<file path="config.mk">
export PLATFORM = sky130hd
export DESIGN_NAME = fm_tune_controller
export DESIGN_NICKNAME = d
export VERILOG_FILES = /design/src/rtl/fm_tune_controller.sv
export SDC_FILE = /design/constraint.sdc
export NUM_CORES = 1
export LEC_CHECK = 0
export ABC_AREA = 0
export BUFFER_PORTS_ARGS = -buffer_cell sky130_fd_sc_hd__buf_2
export CAP_MARGIN = 20
export CORE_ASPECT_RATIO = 0.9
export CORE_MARGIN = 2
export CORE_UTILIZATION = 35
export DETAILED_ROUTE_END_ITERATION = 10
export GPL_TIMING_DRIVEN = 0
export HOLD_SLACK_MARGIN = 0.08
export SLEW_MARGIN = 20
export SYNTH_ARGS = -nofsm -noshare
export SYNTH_HDL_FRONTEND = slang
export SYNTH_SLANG_ARGS = --single-unit
</file>
<file path="constraint.sdc">
create_clock -name clk -period 14.9 [get_ports clk]
set_clock_uncertainty 0.15 [all_clocks]
set_input_delay 1.49 -clock clk [delete_from_list [all_inputs] [get_ports clk]]
set_output_delay 1.49 -clock clk [all_outputs]
set_load 0.02 [all_outputs]
</file>
<file path="src/rtl/fm_tune_controller.sv">
// Tuning sequencer for the FM demodulator centre-frequency word.
// Accepts retune commands, ramps ctr_ctrl toward the target in steps of at
// most STEP, applied only on NCO phase-wrap boundaries, then waits
// SETTLE_BLOCKS wraps before reporting lock.
module fm_tune_controller #(
  parameter logic [31:0] STEP          = 32'd1000,
  parameter int unsigned SETTLE_BLOCKS = 4,
  parameter logic [31:0] RESET_CTRL    = 32'd0
) (
  input  logic        clk,
  input  logic        reset,
  input  logic        cmd_valid,
  output logic        cmd_ready,
  input  logic [31:0] cmd_target,
  input  logic        abort,
  input  logic        phase_wrap,
  output logic [31:0] ctr_ctrl,
  output logic        busy,
  output logic        locked,
  output logic        done
);

  typedef enum logic [1:0] {
    ST_IDLE,
    ST_RAMP,
    ST_SETTLE
  } state_t;

  localparam logic [7:0] SETTLE_INIT = 8'(SETTLE_BLOCKS);

  state_t      state_q, state_d;
  logic [31:0] ctr_q, ctr_d;
  logic [31:0] target_q, target_d;
  logic [7:0]  scnt_q, scnt_d;
  logic        locked_q, locked_d;
  logic        done_q, done_d;

  // Signed distance to target; bit 32 set means the target lies below ctr.
  logic [32:0] delta;
  logic        move_down;
  logic [31:0] diff;

  // Magnitude of the remaining distance using plain unsigned arithmetic.
  always_comb begin
    delta     = {1'b0, target_q} - {1'b0, ctr_q};
    move_down = delta[32];
    diff      = move_down ? (~delta[31:0] + 32'd1) : delta[31:0];
  end

  // Next-state and next-output logic for the IDLE/RAMP/SETTLE sequencer.
  always_comb begin
    state_d  = state_q;
    ctr_d    = ctr_q;
    target_d = target_q;
    scnt_d   = scnt_q;
    locked_d = locked_q;
    done_d   = 1'b0;
    unique case (state_q)
      ST_IDLE: begin
        // abort has no effect here; only a command moves us out.
        if (cmd_valid) begin
          target_d = cmd_target;
          locked_d = 1'b0;
          state_d  = ST_RAMP;
        end
      end
      ST_RAMP: begin
        if (abort) begin
          // Hold the current word; lock is not reported for an aborted ramp.
          state_d = ST_IDLE;
        end else if (phase_wrap) begin
          if (diff <= STEP) begin
            ctr_d   = target_q;
            scnt_d  = SETTLE_INIT;
            state_d = ST_SETTLE;
          end else if (move_down) begin
            // diff > STEP guarantees no underflow and no overshoot.
            ctr_d = ctr_q - STEP;
          end else begin
            // diff > STEP guarantees no overflow and no overshoot.
            ctr_d = ctr_q + STEP;
          end
        end
      end
      ST_SETTLE: begin
        if (abort) begin
          state_d = ST_IDLE;
        end else if (scnt_q == 8'd0) begin
          state_d  = ST_IDLE;
          locked_d = 1'b1;
          done_d   = 1'b1;
        end else if (phase_wrap) begin
          scnt_d = scnt_q - 8'd1;
          if (scnt_q == 8'd1) begin
            state_d  = ST_IDLE;
            locked_d = 1'b1;
            done_d   = 1'b1;
          end
        end
      end
      default: begin
        state_d = ST_IDLE;
      end
    endcase
  end

  // State and output registers; reset starts a settle at RESET_CTRL.
  always_ff @(posedge clk) begin
    if (reset) begin
      state_q  <= ST_SETTLE;
      ctr_q    <= RESET_CTRL;
      target_q <= RESET_CTRL;
      scnt_q   <= SETTLE_INIT;
      locked_q <= 1'b0;
      done_q   <= 1'b0;
    end else begin
      state_q  <= state_d;
      ctr_q    <= ctr_d;
      target_q <= target_d;
      scnt_q   <= scnt_d;
      locked_q <= locked_d;
      done_q   <= done_d;
    end
  end

  assign ctr_ctrl  = ctr_q;
  assign locked    = locked_q;
  assign done      = done_q;
  assign cmd_ready = (state_q == ST_IDLE);
  assign busy      = (state_q != ST_IDLE);

endmodule
</file>
==> results.sh, run 1 <==
export IMPL_grt_pass1_wl_mm=42.0
export IMPL_clk_path_buf_depth=2
export IMPL_first_iter_violations=633
export IMPL_fin_cells=1468
export IMPL_overflow=0
export IMPL_area_growth_pct=13.2
export IMPL_synth_compound_area_share=0.258
export IMPL_critical_path_required_ns=14.95
export IMPL_wl_per_cell_um=17.6
export IMPL_setup_violations=0
export IMPL_postLayoutSetupSlackWorst_ns=7.28
export IMPL_port_buffers=71
export IMPL_gp_congestion=0.955
export IMPL_critPathKind="reg2reg"
export IMPL_hold_class="reg2reg"
export IMPL_p_per_area_nw_per_um2=103
export IMPL_cts_root_buf="clkbuf_16"
export IMPL_utilization=0.406
export IMPL_final_seq_area_sq_um=1520
export IMPL_postCtsSetupBuffers=0
export IMPL_p_leak_nw=3.67
export IMPL_synthSimpleGateAreaFrac=0.329
export IMPL_seq_area_frac_synth=0.188
export IMPL_initial_utilization=0.358
export IMPL_ys_ff_latch=76
export IMPL_routed_via_density=5.76
export IMPL_grt_max_degree=32
export IMPL_grt_total_usage=0.215
export IMPL_finalInstanceArea_sq_um=9160
export IMPL_synth_mux_area_frac=0.00773
export IMPL_hold_ws_ns=0.315
export IMPL_die_w_um=164
export IMPL_post_dp_cell_area_sq_um=8820
export IMPL_num_antenna_cells=0
export IMPL_cts_resized=0
export IMPL_first_pass_iters=6
export IMPL_maxCapViolations=0
export IMPL_cts_buffers_inserted=9
export IMPL_numPlacedInstances=1453
export IMPL_path_max_fanout=15
export IMPL_cts_htree_levels=3
export IMPL_nNetsFinal=1269
export IMPL_hold_viol=0
export IMPL_tritoncts="done"
export IMPL_synth_top_family_by_area="simple AND/OR/NAND/NOR gates"
export IMPL_synth_edff_count=0
export IMPL_worstSkewPairLatency_ns=0.35
export IMPL_multiInputGateArea_sq_um=6110
export IMPL_place_ws_ns=7.19
export IMPL_worstMarginPinSlew_ns=0.950
export IMPL_ir_worst_vdd_v=0.0000594
export IMPL_grt_use_met1=0.299
export IMPL_fin_crit_sh=0.511
export IMPL_drc=0
export IMPL_cts_clk_slew_worst_paths_ns=0.06
export IMPL_grtUsageMet3=0.0206
export IMPL_antenna_left=0
export IMPL_die_y_um=148
export IMPL_syn_cell_area_sq_um=8090
export IMPL_vias=8462
export IMPL_syn_inst=1085
export IMPL_outcome="complete, no violations"
export IMPL_cts_sinks=76
export IMPL_ys_async_sr_fraction=0
export IMPL_rows=52
export IMPL_p_total_mw=0.948
export IMPL_synth_warning_count=0
export IMPL_synthFlopType="dfxtp_1"
export IMPL_use_met2=0.355
export IMPL_fillers=2337
export IMPL_antenna_found_initial=0
export IMPL_finalCriticalPeriod_ns=7.62
export IMPL_wl_mm=25.8
export IMPL_drive_gt1_frac=0.147
export IMPL_fp_dieArea_sq_um=24400
export IMPL_report_final_slew_viol_count=0
export IMPL_arrival_ns=7.67
export IMPL_setup_tns_ns=0
export IMPL_postSynthAreaPerCell_sq_um=7.46
export IMPL_synth_fa_ha_area_frac=0.102
export IMPL_synth_cell_types=90
export IMPL_rsz0062_at_grt="false"
export IMPL_io_pins=73
export IMPL_detailedPlacementHpwl_mm=20.8
export IMPL_grt_pass1_vias=7954
export IMPL_fmax_ghz=0.131
export IMPL_holdBufCountCts=0
export IMPL_busiest_layer="met2"
export IMPL_synthesis_nets=1187
export IMPL_slew_headroom=0.367
export IMPL_end_kind="flip-flop"
export IMPL_core_area_sq_um=22600
export IMPL_synth_xor_area_frac=0.0572
export IMPL_critPathLaunchType="flip-flop"
## layer usage
layer,share of wire,wire [um]
met1,0.47,12200
met2,0.46,11900
met3,0.050,1280
met4,0.019,498
met5,0,0
## synthesized netlist by cell type (23+ instances only)
master,n,area (sq um)
nand2_1,115,432
a21oi_1,94,470
nor2_1,86,323
dfxtp_1,76,1520
nor3_1,68,340
ha_1,63,788
inv_1,58,218
o21ai_0,47,235
clkbuf_1,35,131
xnor2_1,31,272
nand3_1,23,115
nor4_2,23,288
## final timing paths
kind	from	endpoint	slack (ns)	cells after the start
worst max-delay path	ctr_ctrl[3]	ctr_ctrl[31]	7.28	24
worst min-delay path	locked	locked	0.32	2
worst max register to register	ctr_ctrl[3]	ctr_ctrl[31]	7.28	24
worst min register to register	locked	locked	0.32	2
## cell type report
type	count	area share
timing repair buffer	71	0.0388
buffer	51	0.0266
clock inverter	4	0.0107
tap	297	0.0406
sequential	76	0.166
multi-input combinational	899	0.667
inverter	59	0.0242
clock buffer	11	0.0265
## flip-flops by register name (all words and copies together) (netlist names)
name / cells
ctr_ctrl: 32
target_q: 32
scnt_q: 8
state_q: 2
done: 1
locked: 1
## cells in the final DEF, fill, tap and decap left out, types with 19 or more instances in the layout
cell,instances
nand2_1,115
a21oi_1,94
nor2_1,86
buf_2,80
dfxtp_1,76
nor3_1,68
ha_1,63
inv_1,58
o21ai_0,47
clkbuf_1,36
xnor2_1,31
nand3_1,23
nor4_2,23
nand4_1,20
xor2_1,20
nor3b_2,20
a21o_1,19
## worst max-delay path, stage by stage, from the launching register on
cell and delay, ns:
dfxtp_1 0.46, inv_1 0.14, ha_1 0.34, clkbuf_1 0.33, o21ai_0 0.16, a21oi_2 0.29, o21a_1 0.35, o211ai_1 0.17
a21oi_1 0.15, or2_1 0.12, clkbuf_1 0.32, clkbuf_1 0.76, ha_1 0.41, nor2b_1 0.14, o21a_1 0.18, o21ai_0 0.27
a32oi_1 0.22, a221o_1 0.41, a2111oi_1 0.73, nor3_1 0.19, o31ai_1 0.50, o211ai_1 0.21, and4_1 0.25, o21bai_1 0.12
o211ai_1 0.09
## power breakdown
part	total, mW	switching [mW]	internal (mW)
registers	0.218	0.00853	0.210
logic	0.473	0.296	0.177
clock network	0.256	0.0889	0.167
total	0.948	0.394	0.554
## kinds of logic after synthesis
group	after synthesis
adder cells (fa/ha/maj)	65
multiplexers	6
flip-flops	76
XOR/XNOR	52
AND/OR/NAND/NOR	466
AO/OA/AOI/OAI	310
buffers and inverters	110
(Power assumes the default switching activity.)
==> run 2: changes to the inputs <==
Clock period 14.9 ns to 7.1 ns, I/O delays scaled along.
==> results.sh, run 2 (synthesis results as in run 1) <==
export IMPL_outcome="complete, no violations"
export IMPL_wl_mm=25.9
export IMPL_hold_class="reg2reg"
export IMPL_num_antenna_cells=0
export IMPL_p_total_mw=1.99
export IMPL_area_growth_pct=13.4
export IMPL_final_seq_area_sq_um=1520
export IMPL_hold_viol=0
export IMPL_first_iter_violations=627
export IMPL_p_per_area_nw_per_um2=217
export IMPL_worstSkewPairLatency_ns=0.34
export IMPL_slew_headroom=0.381
export IMPL_end_kind="flip-flop"
export IMPL_critPathLaunchType="flip-flop"
export IMPL_drc=0
export IMPL_initial_utilization=0.358
export IMPL_cts_htree_levels=3
export IMPL_cts_clk_slew_worst_paths_ns=0.06
export IMPL_antenna_left=0
export IMPL_postCtsSetupBuffers=0
export IMPL_mostFrequentLayoutCells="nand2_1 (115), a21oi_1 (94), nor2_1 (86), buf_2 (79), dfxtp_1 (76)"
export IMPL_die_y_um=148
export IMPL_rsz0062_at_grt="false"
export IMPL_tritoncts="done"
export IMPL_clk_path_buf_depth=2
export IMPL_final_common_cell="nand2_1"
export IMPL_critical_path_required_ns=7.20
export IMPL_grt_max_degree=32
export IMPL_critPathKind="reg2reg"
export IMPL_cts_root_buf="clkbuf_16"
export IMPL_cts_buffers_inserted=9
export IMPL_cts_resized=3
export IMPL_hp_start="locked"
export IMPL_finalCriticalPeriod_ns=6.65
export IMPL_p_leak_nw=3.67
export IMPL_ff2ff_setup_slack_ns=0.45
export IMPL_rows=52
export IMPL_antenna_found_initial=0
export IMPL_arrival_ns=6.75
export IMPL_die_w_um=164
export IMPL_setup_violations=0
export IMPL_postLayoutSetupSlackWorst_ns=0.448
export IMPL_report_final_slew_viol_count=0
export IMPL_post_dp_cell_area_sq_um=8820
export IMPL_grt_total_usage=0.215
export IMPL_startpoint="ctr_ctrl[15]"
export IMPL_nNetsFinal=1267
export IMPL_cts_sinks=76
export IMPL_maxCapViolations=0
export IMPL_path_max_fanout=31
export IMPL_gp_congestion=0.955
export IMPL_finalInstanceArea_sq_um=9180
export IMPL_multiInputGateArea_sq_um=6120
export IMPL_fp_dieArea_sq_um=24400
export IMPL_fillers=2334
export IMPL_core_area_sq_um=22600
export IMPL_grt_pass1_wl_mm=42.0
export IMPL_grt_pass1_vias=7954
export IMPL_overflow=0
export IMPL_r2r_start="ctr_ctrl[15]"
export IMPL_drive_gt1_frac=0.151
export IMPL_worstMarginPinSlew_ns=0.904
export IMPL_fmax_ghz=0.150
export IMPL_routed_via_density=5.77
export IMPL_port_buffers=71
export IMPL_wl_per_cell_um=17.6
export IMPL_io_pins=73
export IMPL_ir_worst_vdd_v=0.000124
export IMPL_vias=8457
export IMPL_detailedPlacementHpwl_mm=20.8
export IMPL_place_ws_ns=-0.608
export IMPL_first_pass_iters=6
export IMPL_holdBufCountCts=0
export IMPL_fin_crit_sh=0.937
==> run 2: layout make-up <==
type / instances / share of cell area
Multi-Input combinational cell: 899 / 0.667
Clock inverter: 4 / 0.0106
Inverter: 59 / 0.0241
Timing Repair Buffer: 71 / 0.0387
Clock buffer: 11 / 0.0265
Buffer: 49 / 0.0269
Tap cell: 297 / 0.0405
Sequential cell: 76 / 0.166
==> run 2: where the power goes <==
part           switching [mW]  leakage, nW  internal [mW]
clock network           0.185        0.162          0.351
logic                   0.623         2.89          0.376
registers              0.0180        0.616          0.440
total                   0.826         3.67           1.17
==> run 2: worst paths after layout <==
| check | end | depth (start not counted) |
|---|---|---|
| max | ctr_ctrl[28] | 24 |
| min | locked | 2 |
| max reg2reg | ctr_ctrl[28] | 24 |
| min reg2reg | locked | 2 |
==> run 2: worst max-delay path, cell delays in order, from the launching register on <==
cell,delay [ns]
dfxtp_1,0.43
inv_1,0.07
ha_1,0.29
clkbuf_1,0.25
a21oi_1,0.30
o21ai_1,0.22
a21o_1,0.27
a22oi_1,0.27
a21oi_1,0.11
or2_1,0.37
inv_2,0.15
buf_6,0.29
ha_1,0.29
a21o_1,0.17
a21oi_1,0.22
nor2b_1,0.09
o211a_1,0.22
o21ai_0,0.30
a2111oi_0,0.26
o31a_1,0.36
o41a_1,0.48
nor4b_1,0.37
nor4_1,0.09
mux2_1,0.29
a211oi_1,0.23
==> run 2: through the flow <==
stage                     TNS [ns]  hold slack [ns]  utilization  std cells
after floorplan                  0            0.297            -       1085
after global placement       -1.15            0.310        0.391       1453
after detailed placement     -1.47            0.312        0.391       1453
after CTS                        0            0.328        0.406       1468
after global routing             0            0.338        0.406       1466
final                            0            0.315        0.406       1466
==> run 2: metal layers <==
metal	routed length, um	vias to the layer above	track usage
met5	0	-	0
met4	459	0	0.0566
met3	1240	40	0.0206
met2	12000	271	0.355
met1	12200	3955	0.299
li1	-	4191	-
